[src/rtl/cpu_step_controller.sv]
`default_nettype none
// ============================================================================
// Module      : cpu_step_controller
// Description : Turns the divided slow-clock level into one-cycle processor
//               clock enables (free-run mode), or issues one enable per
//               debounced button press (single-step mode). Freezes the
//               processor on halt until reset, and counts issued steps.
// Revision    : 1.0 - initial release
// ============================================================================
module cpu_step_controller #(
  parameter int DEBOUNCE_CYCLES = 20,
  parameter int COUNT_WIDTH     = 32
) (
  input  logic                   clock,
  input  logic                   reset,
  input  logic                   slow_tick_in,
  input  logic                   step_button,
  input  logic                   run_mode,
  input  logic                   halt,
  output logic                   cpu_enable,
  output logic                   halted,
  output logic                   button_level,
  output logic [COUNT_WIDTH-1:0] step_count
);

  // Debounce counter only has to reach DEBOUNCE_CYCLES-1; keep at least 1 bit.
  localparam int              DB_W    = (DEBOUNCE_CYCLES > 1) ? $clog2(DEBOUNCE_CYCLES) : 1;
  localparam logic [DB_W-1:0] DB_LAST = DB_W'(DEBOUNCE_CYCLES - 1);

  typedef enum logic [1:0] {
    ST_STEP = 2'd0,
    ST_RUN  = 2'd1,
    ST_HALT = 2'd2
  } state_t;

  // Synchronizer and edge-detect registers
  logic tick_s1_q, tick_s1_d;
  logic tick_s2_q, tick_s2_d;
  logic tick_prev_q, tick_prev_d;
  logic btn_s1_q, btn_s1_d;
  logic btn_s2_q, btn_s2_d;

  // Debounce registers
  logic [DB_W-1:0] db_cnt_q, db_cnt_d;
  logic            button_level_q, button_level_d;
  logic            button_prev_q, button_prev_d;

  // Post-reset tick mask: a level already high at release must not pulse
  logic [1:0] mask_cnt_q, mask_cnt_d;

  // Controller registers
  state_t                 state_q, state_d;
  logic                   cpu_enable_q, cpu_enable_d;
  logic                   halted_q, halted_d;
  logic [COUNT_WIDTH-1:0] step_count_q, step_count_d;

  logic tick_event;
  logic press_event;

  // Synchronizer chains, tick delay and post-reset mask counter
  always_comb begin
    tick_s1_d   = slow_tick_in;
    tick_s2_d   = tick_s1_q;
    tick_prev_d = tick_s2_q;
    btn_s1_d    = step_button;
    btn_s2_d    = btn_s1_q;
    mask_cnt_d  = (mask_cnt_q == 2'd3) ? mask_cnt_q : (mask_cnt_q + 2'd1);
  end

  // Rising-edge events; ticks are ignored until the mask has expired
  always_comb begin
    tick_event  = tick_s2_q & ~tick_prev_q & (mask_cnt_q == 2'd3);
    press_event = button_level_q & ~button_prev_q;
  end

  // Debounce: accept a new level after DEBOUNCE_CYCLES consecutive differing samples
  always_comb begin
    db_cnt_d       = db_cnt_q;
    button_level_d = button_level_q;
    button_prev_d  = button_level_q;
    if (btn_s2_q == button_level_q) begin
      db_cnt_d = '0;
    end else if (db_cnt_q == DB_LAST) begin
      db_cnt_d       = '0;
      button_level_d = ~button_level_q;
    end else begin
      db_cnt_d = db_cnt_q + DB_W'(1);
    end
  end

  // Mode FSM next-state, enable pulse generation and step counting
  always_comb begin
    state_d      = state_q;
    cpu_enable_d = 1'b0;
    step_count_d = step_count_q;
    case (state_q)
      ST_STEP: begin
        if (halt) begin
          state_d = ST_HALT;
        end else begin
          cpu_enable_d = press_event;
          if (run_mode) begin
            state_d = ST_RUN;
          end
        end
      end
      ST_RUN: begin
        if (halt) begin
          state_d = ST_HALT;
        end else begin
          cpu_enable_d = tick_event;
          if (!run_mode) begin
            state_d = ST_STEP;
          end
        end
      end
      ST_HALT: begin
        state_d = ST_HALT;
      end
      default: begin
        state_d = ST_STEP;
      end
    endcase
    if (cpu_enable_d) begin
      step_count_d = step_count_q + COUNT_WIDTH'(1);
    end
    halted_d = (state_d == ST_HALT);
  end

  // Synchronizer, debounce and mask registers
  always_ff @(posedge clock) begin
    if (reset) begin
      tick_s1_q      <= 1'b0;
      tick_s2_q      <= 1'b0;
      tick_prev_q    <= 1'b0;
      btn_s1_q       <= 1'b0;
      btn_s2_q       <= 1'b0;
      db_cnt_q       <= '0;
      button_level_q <= 1'b0;
      button_prev_q  <= 1'b0;
      mask_cnt_q     <= 2'd0;
    end else begin
      tick_s1_q      <= tick_s1_d;
      tick_s2_q      <= tick_s2_d;
      tick_prev_q    <= tick_prev_d;
      btn_s1_q       <= btn_s1_d;
      btn_s2_q       <= btn_s2_d;
      db_cnt_q       <= db_cnt_d;
      button_level_q <= button_level_d;
      button_prev_q  <= button_prev_d;
      mask_cnt_q     <= mask_cnt_d;
    end
  end

  // FSM state and registered outputs
  always_ff @(posedge clock) begin
    if (reset) begin
      state_q      <= ST_STEP;
      cpu_enable_q <= 1'b0;
      halted_q     <= 1'b0;
      step_count_q <= '0;
    end else begin
      state_q      <= state_d;
      cpu_enable_q <= cpu_enable_d;
      halted_q     <= halted_d;
      step_count_q <= step_count_d;
    end
  end

  assign cpu_enable   = cpu_enable_q;
  assign halted       = halted_q;
  assign button_level = button_level_q;
  assign step_count   = step_count_q;

endmodule
`default_nettype wire

[config.mk]
export PLATFORM = sky130hd
export DESIGN_NAME = cpu_step_controller
export DESIGN_NICKNAME = d
export VERILOG_FILES = /design/src/rtl/cpu_step_controller.sv
export SDC_FILE = /design/constraint.sdc
export NUM_CORES = 1
export LEC_CHECK = 0
export BUFFER_PORTS_ARGS = -buffer_cell sky130_fd_sc_hd__buf_2
export CORE_MARGIN = 2
export CORE_UTILIZATION = 55
export DETAILED_ROUTE_END_ITERATION = 10
export PLACE_DENSITY = 0.82
export SLEW_MARGIN = 40
export SYNTH_ARGS = -nofsm -noshare
export SYNTH_HDL_FRONTEND = slang
export SYNTH_SLANG_ARGS = --single-unit
[constraint.sdc]
create_clock -name clock -period 2.4 [get_ports clock]
set_input_delay 0.48 -clock clock [delete_from_list [all_inputs] [get_ports clock]]
set_output_delay 0.48 -clock clock [all_outputs]
set_load 0.1 [all_outputs]
* Word-level counts from Yosys, hierarchy flattened *
Index checks and enable logic that the tools add are counted.

storage, ports and cells
  register bits = 50
  input port bits = 6
  output and inout bits = 35
  logic and storage cells = 40

cells by class
  add/sub/neg operators = 3
  equal/unequal tests = 6
  multiplexer cells = 8
  bitwise gates (word level) = 7
  reduce and logical (&&, ||, !) cells = 3

operators with widths
  cell                     number
  $add A32 B1 Y32 const B  1
  $mux W2                  4
  $eq A2 B2 Y1 const B     3
  $pmux W2 S3              1
  $add A5 B1 Y5 const B    1
  $eq A5 B5 Y1 const B     1
  $not A1 Y1               4
  $and A1 B1 Y1            3
  $reduce_or A3 Y1         1
  $add A2 B1 Y2 const B    1
  $eq A2 B1 Y1 const B     1
  $logic_not A2 Y1         1
  $mux W1                  2
  $pmux W1 S2              1
  $reduce_and A2 Y1        1
  $eq A1 B1 Y1             1

* Logic depth before layout (Yosys ltp) *
  depth in word-level cells = 5
  depth in mapped cells = 8

* Least setup slack after synthesis *
No wires, ideal clock.

  path kind = reg2reg
  start point = register button_level_q (netlist: button_level)
  end point = register step_count_q[25] (netlist: step_count[25])
  data arrival time = 2.372 ns
  data required time = 2.279 ns
  path slack = -0.093 ns
  cell stages (with the launch flop) = 6
  buffers on the path = 1
  period minus slack after synthesis = 2.493 ns
  cells stage by stage = dfxtp_1 nor3b_4 o211ai_1 buf_2 nor4_1 mux2_2

between the ends
  word-level cells in the longest chain between the ends = 3

ends and longest elaborated chain
  item                    line  text
  start, declared         45    logic button_level_q, button_level_d;
  start signal, assigned  149   button_level_q <= button_level_d;
  $and A1 B1 Y1           73    press_event = button_level_q & ~button_prev_q;
  $mux W1                 98    if (halt) begin
  $pmux W1 S2             96    case (state_q)
  end signal, assigned    166   step_count_q <= step_count_d;
  end, declared           55    logic [COUNT_WIDTH-1:0] step_count_q, step_count_d;

No other way between the ends.
A chain may end at the register's enable or synchronous reset.

* Final worst setup path *
  start point = register mask_cnt_q[0]
  end point = register step_count_q[25] (netlist: step_count[25])

between the ends
  word-level cells in the longest chain between the ends = 4

ends and longest elaborated chain
  item                    line  text
  start, declared         49    logic [1:0] mask_cnt_q, mask_cnt_d;
  start signal, assigned  151   mask_cnt_q <= mask_cnt_d;
  $eq A2 B2 Y1            72    tick_event = tick_s2_q & ~tick_prev_q & (mask_cnt_q == 2'd3);
  $and A1 B1 Y1           72
  $mux W1                 108   if (halt) begin
  $pmux W1 S2             96

No other way between the ends.

==> impl_metrics.json <==
{
  "slew_viol_final": 0,
  "arrival_ns": 2.34,
  "status": "finished clean",
  "fmax_ghz": 0.4674,
  "setup_violations": 0,
  "cts_tree": "done",
  "synthCells": 249,
  "clock_path_buffers": 2,
  "min_path_cells": 2,
  "hold_viol_final": 0,
  "grt_pass1_wl_um": 8100,
  "fin_skew_ns": 0.007111,
  "via_per_inst": 5.926,
  "cts_made_buffers": 5,
  "synth_xor_xnor_area_share": 0.03141,
  "hold_buffers": 0,
  "grt_util_all_layers": 0.2337,
  "drc": 0,
  "synth_top_area_frac": 0.4397,
  "worst_hold_slack_ns": 0.3864,
  "utilization": 0.6553,
  "cts_setup_buffers": 0,
  "cts_sinks": 49,
  "initial_core_util": 0.5659,
  "dpl_cell_area_mm2": 0.002464,
  "worstSetupPathType": "reg2reg",
  "num_rows": 23,
  "max_cap_viol_count": 0,
  "worstMarginPinSlew_ns": 0.6436,
  "synth_compound_gate_area_share": 0.1688,
  "grt_pass1_vias": 1836,
  "crit_path_end_kind": "register",
  "insertion_delay_ns": 0.30,
  "wirelength_um": 4837,
  "path_max_fanout": 9,
  "dp_hpwl_um": 3372,
  "die_h_um": 67.69,
  "syn_area_mm2": 0.002231,
  "synth_fa_ha_area_frac": 0.01683,
  "ys_top_cells_by_area": "dfxtp_1 (44%), a21oi_1 (5.4%), or4_1 (4.4%), o31ai_1 (4.0%), or3_1 (3.4%)",
  "ioPinCount": 41,
  "synth_area_leader_cell": "dfxtp_1",
  "cp-startpoint": "mask_cnt_q[0]",
  "ctsResizeCount": 0,
  "rsz0062_at_grt": "false",
  "clk_pin_slew_ns": 0.09,
  "synth_top_family_by_area": "simple AND/OR/NAND/NOR gates",
  "avgSynthCellArea_um2": 8.959,
  "period_needed_ns": 2.140,
  "fin_crit_sh": 0.8915,
  "holdPathEnd": "tick_s1_q",
  "seq_area_frac_synth": 0.4397,
  "grt-ovfl-total": 0,
  "num_vias": 1991,
  "ys_ff_latch": 49,
  "holdCritStartpoint": "slow_tick_in",
  "avgRoutedWirePerCell_um": 14.40,
  "h-tree-depth": 2,
  "dieWidth_um": 67.69,
  "fin_cells": 336,
  "critPathLaunchType": "register",
  "ff2ff_setup_slack_ns": 0.26,
  "num_antenna_cells": 0,
  "place_inst": 328,
  "hold_class": "in2reg",
  "gp_congestion": 0.8811,
  "final_layout_size_suffix_gt1_frac": 0.2378,
  "drt_pass1_iterations": 4,
  "die_area_mm2": 0.004582,
  "power_density_mw_per_mm2": 581.1,
  "mostFrequentLayoutCells": "dfxtp_1 (40), buf_2 (40), a21oi_1 (24)",
  "ant_nets": 0,
  "port_buffers": 40,
  "area_growth_pct": 15.82,
  "ys_types": 37,
  "synthSimpleGateAreaFrac": 0.2799,
  "cp.required_ns": 2.60,
  "final_area_mm2": 0.002584,
  "yosys_warnings": 0,
  "core_area_mm2": 0.003943,
  "fin_ws_ns": 0.2605,
  "reg2reg_from": "mask_cnt_q[0]",
  "cts_root_buffer": "clkbuf_8",
  "rr_worst_depth": 6,
  "timing.rr.end": "step_count[25]",
  "ir_drop_mv": 0.3618,
  "p_leak_nw": 0.9746,
  "antenna_found_initial": 0,
  "slew-limit-headroom": 0.5691,
  "nets": 294,
  "drt_iter0_markers": 148,
  "grt_max_degree": 35,
  "synthMuxAreaShare": 0.02804,
  "synthesis.nets": 258,
  "post-place-ws_ns": 0.3036
}
## Yosys cell counts
library cell and count:
o21ai_1 1, xnor2_1 2, a21oi_1 24, o2111ai_1 3, or3_1 12, o211ai_1 3
and4_1 6, nor2_1 16, o31ai_1 12, nand2_1 17, and3_1 6, nor2b_1 8
inv_1 2, nor4b_1 1, o2111ai_2 1, nor4_1 4, buf_6 1, or4_1 13
ha_1 3, dfxtp_1 49, buf_4 1, mux2i_1 4, o21ba_2 2, nor2_4 1
nor3b_4 1, o31a_1 2, nor3_1 1, nand4_1 8, nand3_1 8, clkbuf_1 9
buf_1 1, o21ai_0 12, mux2_2 2, buf_2 3, and2_1 3, and4b_1 1
xor2_1 6
## final cells by class
type,count,area [um2]
inverter,2,7.507
sequential,49,992.2
multi-input combinational,183,1175
clock buffer,7,86.33
timing repair buffer,44,230.2
fill,337,1359
clock inverter,1,30.03
tap,50,62.56
## layer usage
| layer | wire length, um | global-route usage | vias up |
|---|---|---|---|
| met5 | 0 | 0 | - |
| met4 | 75 | 0.1046 | 0 |
| met3 | 253 | 0.06333 | 6 |
| met2 | 2321 | 0.3811 | 42 |
| met1 | 2185 | 0.2866 | 946 |
| li1 | - | - | 997 |
## metrics by stage
step	total power [W]	setup TNS (ns)
final	0.001502	0
after global routing	0.001553	0
after CTS	0.001510	0
after detailed placement	0.0009179	0
after global placement	0.0009105	0
after floorplan	0.0008981	-0.00009548
## flip-flops by register name, summed over array words and instances, names as in the netlist
register / flops
db_cnt_q: 5
button_level: 1
mask_cnt_q: 2
tick_prev_d: 1
state_q: 2
btn_s1_q: 1
btn_s2_q: 1
step_count: 32
tick_prev_q: 1
button_prev_q: 1
cpu_enable: 1
tick_s1_q: 1
## cell families (layout without fill, tap and decap cells)
kind of cell    count (synthesis)  after routing
fa+ha+maj                       3              3
xor+xnor                        8              8
mux                             6              6
compound gates                 60             60
simple gates                  106            106
buf+inv                        17             54
flops                          49             49
## power breakdown
group	internal [W]	switching, W
logic	0.0000221	0.0000401
clock network	0.000340	0.000264
registers	0.000826	0.00000972
## worst max path at each step
stage / end / slack [ns]
after floorplan: step_count[25] / -0.0001
after global placement: step_count[26] / 0.38
after detailed placement: step_count[25] / 0.30
after CTS: step_count[25] / 0.29
after global routing: step_count[25] / 0.16
final: step_count[25] / 0.26
## worst max-delay path, cell delays in order, from the launching register on
cell,delay [ns]
dfxtp_1,0.36
ha_1,0.23
and4b_1,0.26
buf_4,0.16
o211ai_1,0.28
nor4_1,0.38
mux2_2,0.36
Power figures use the tool's default switching activity.
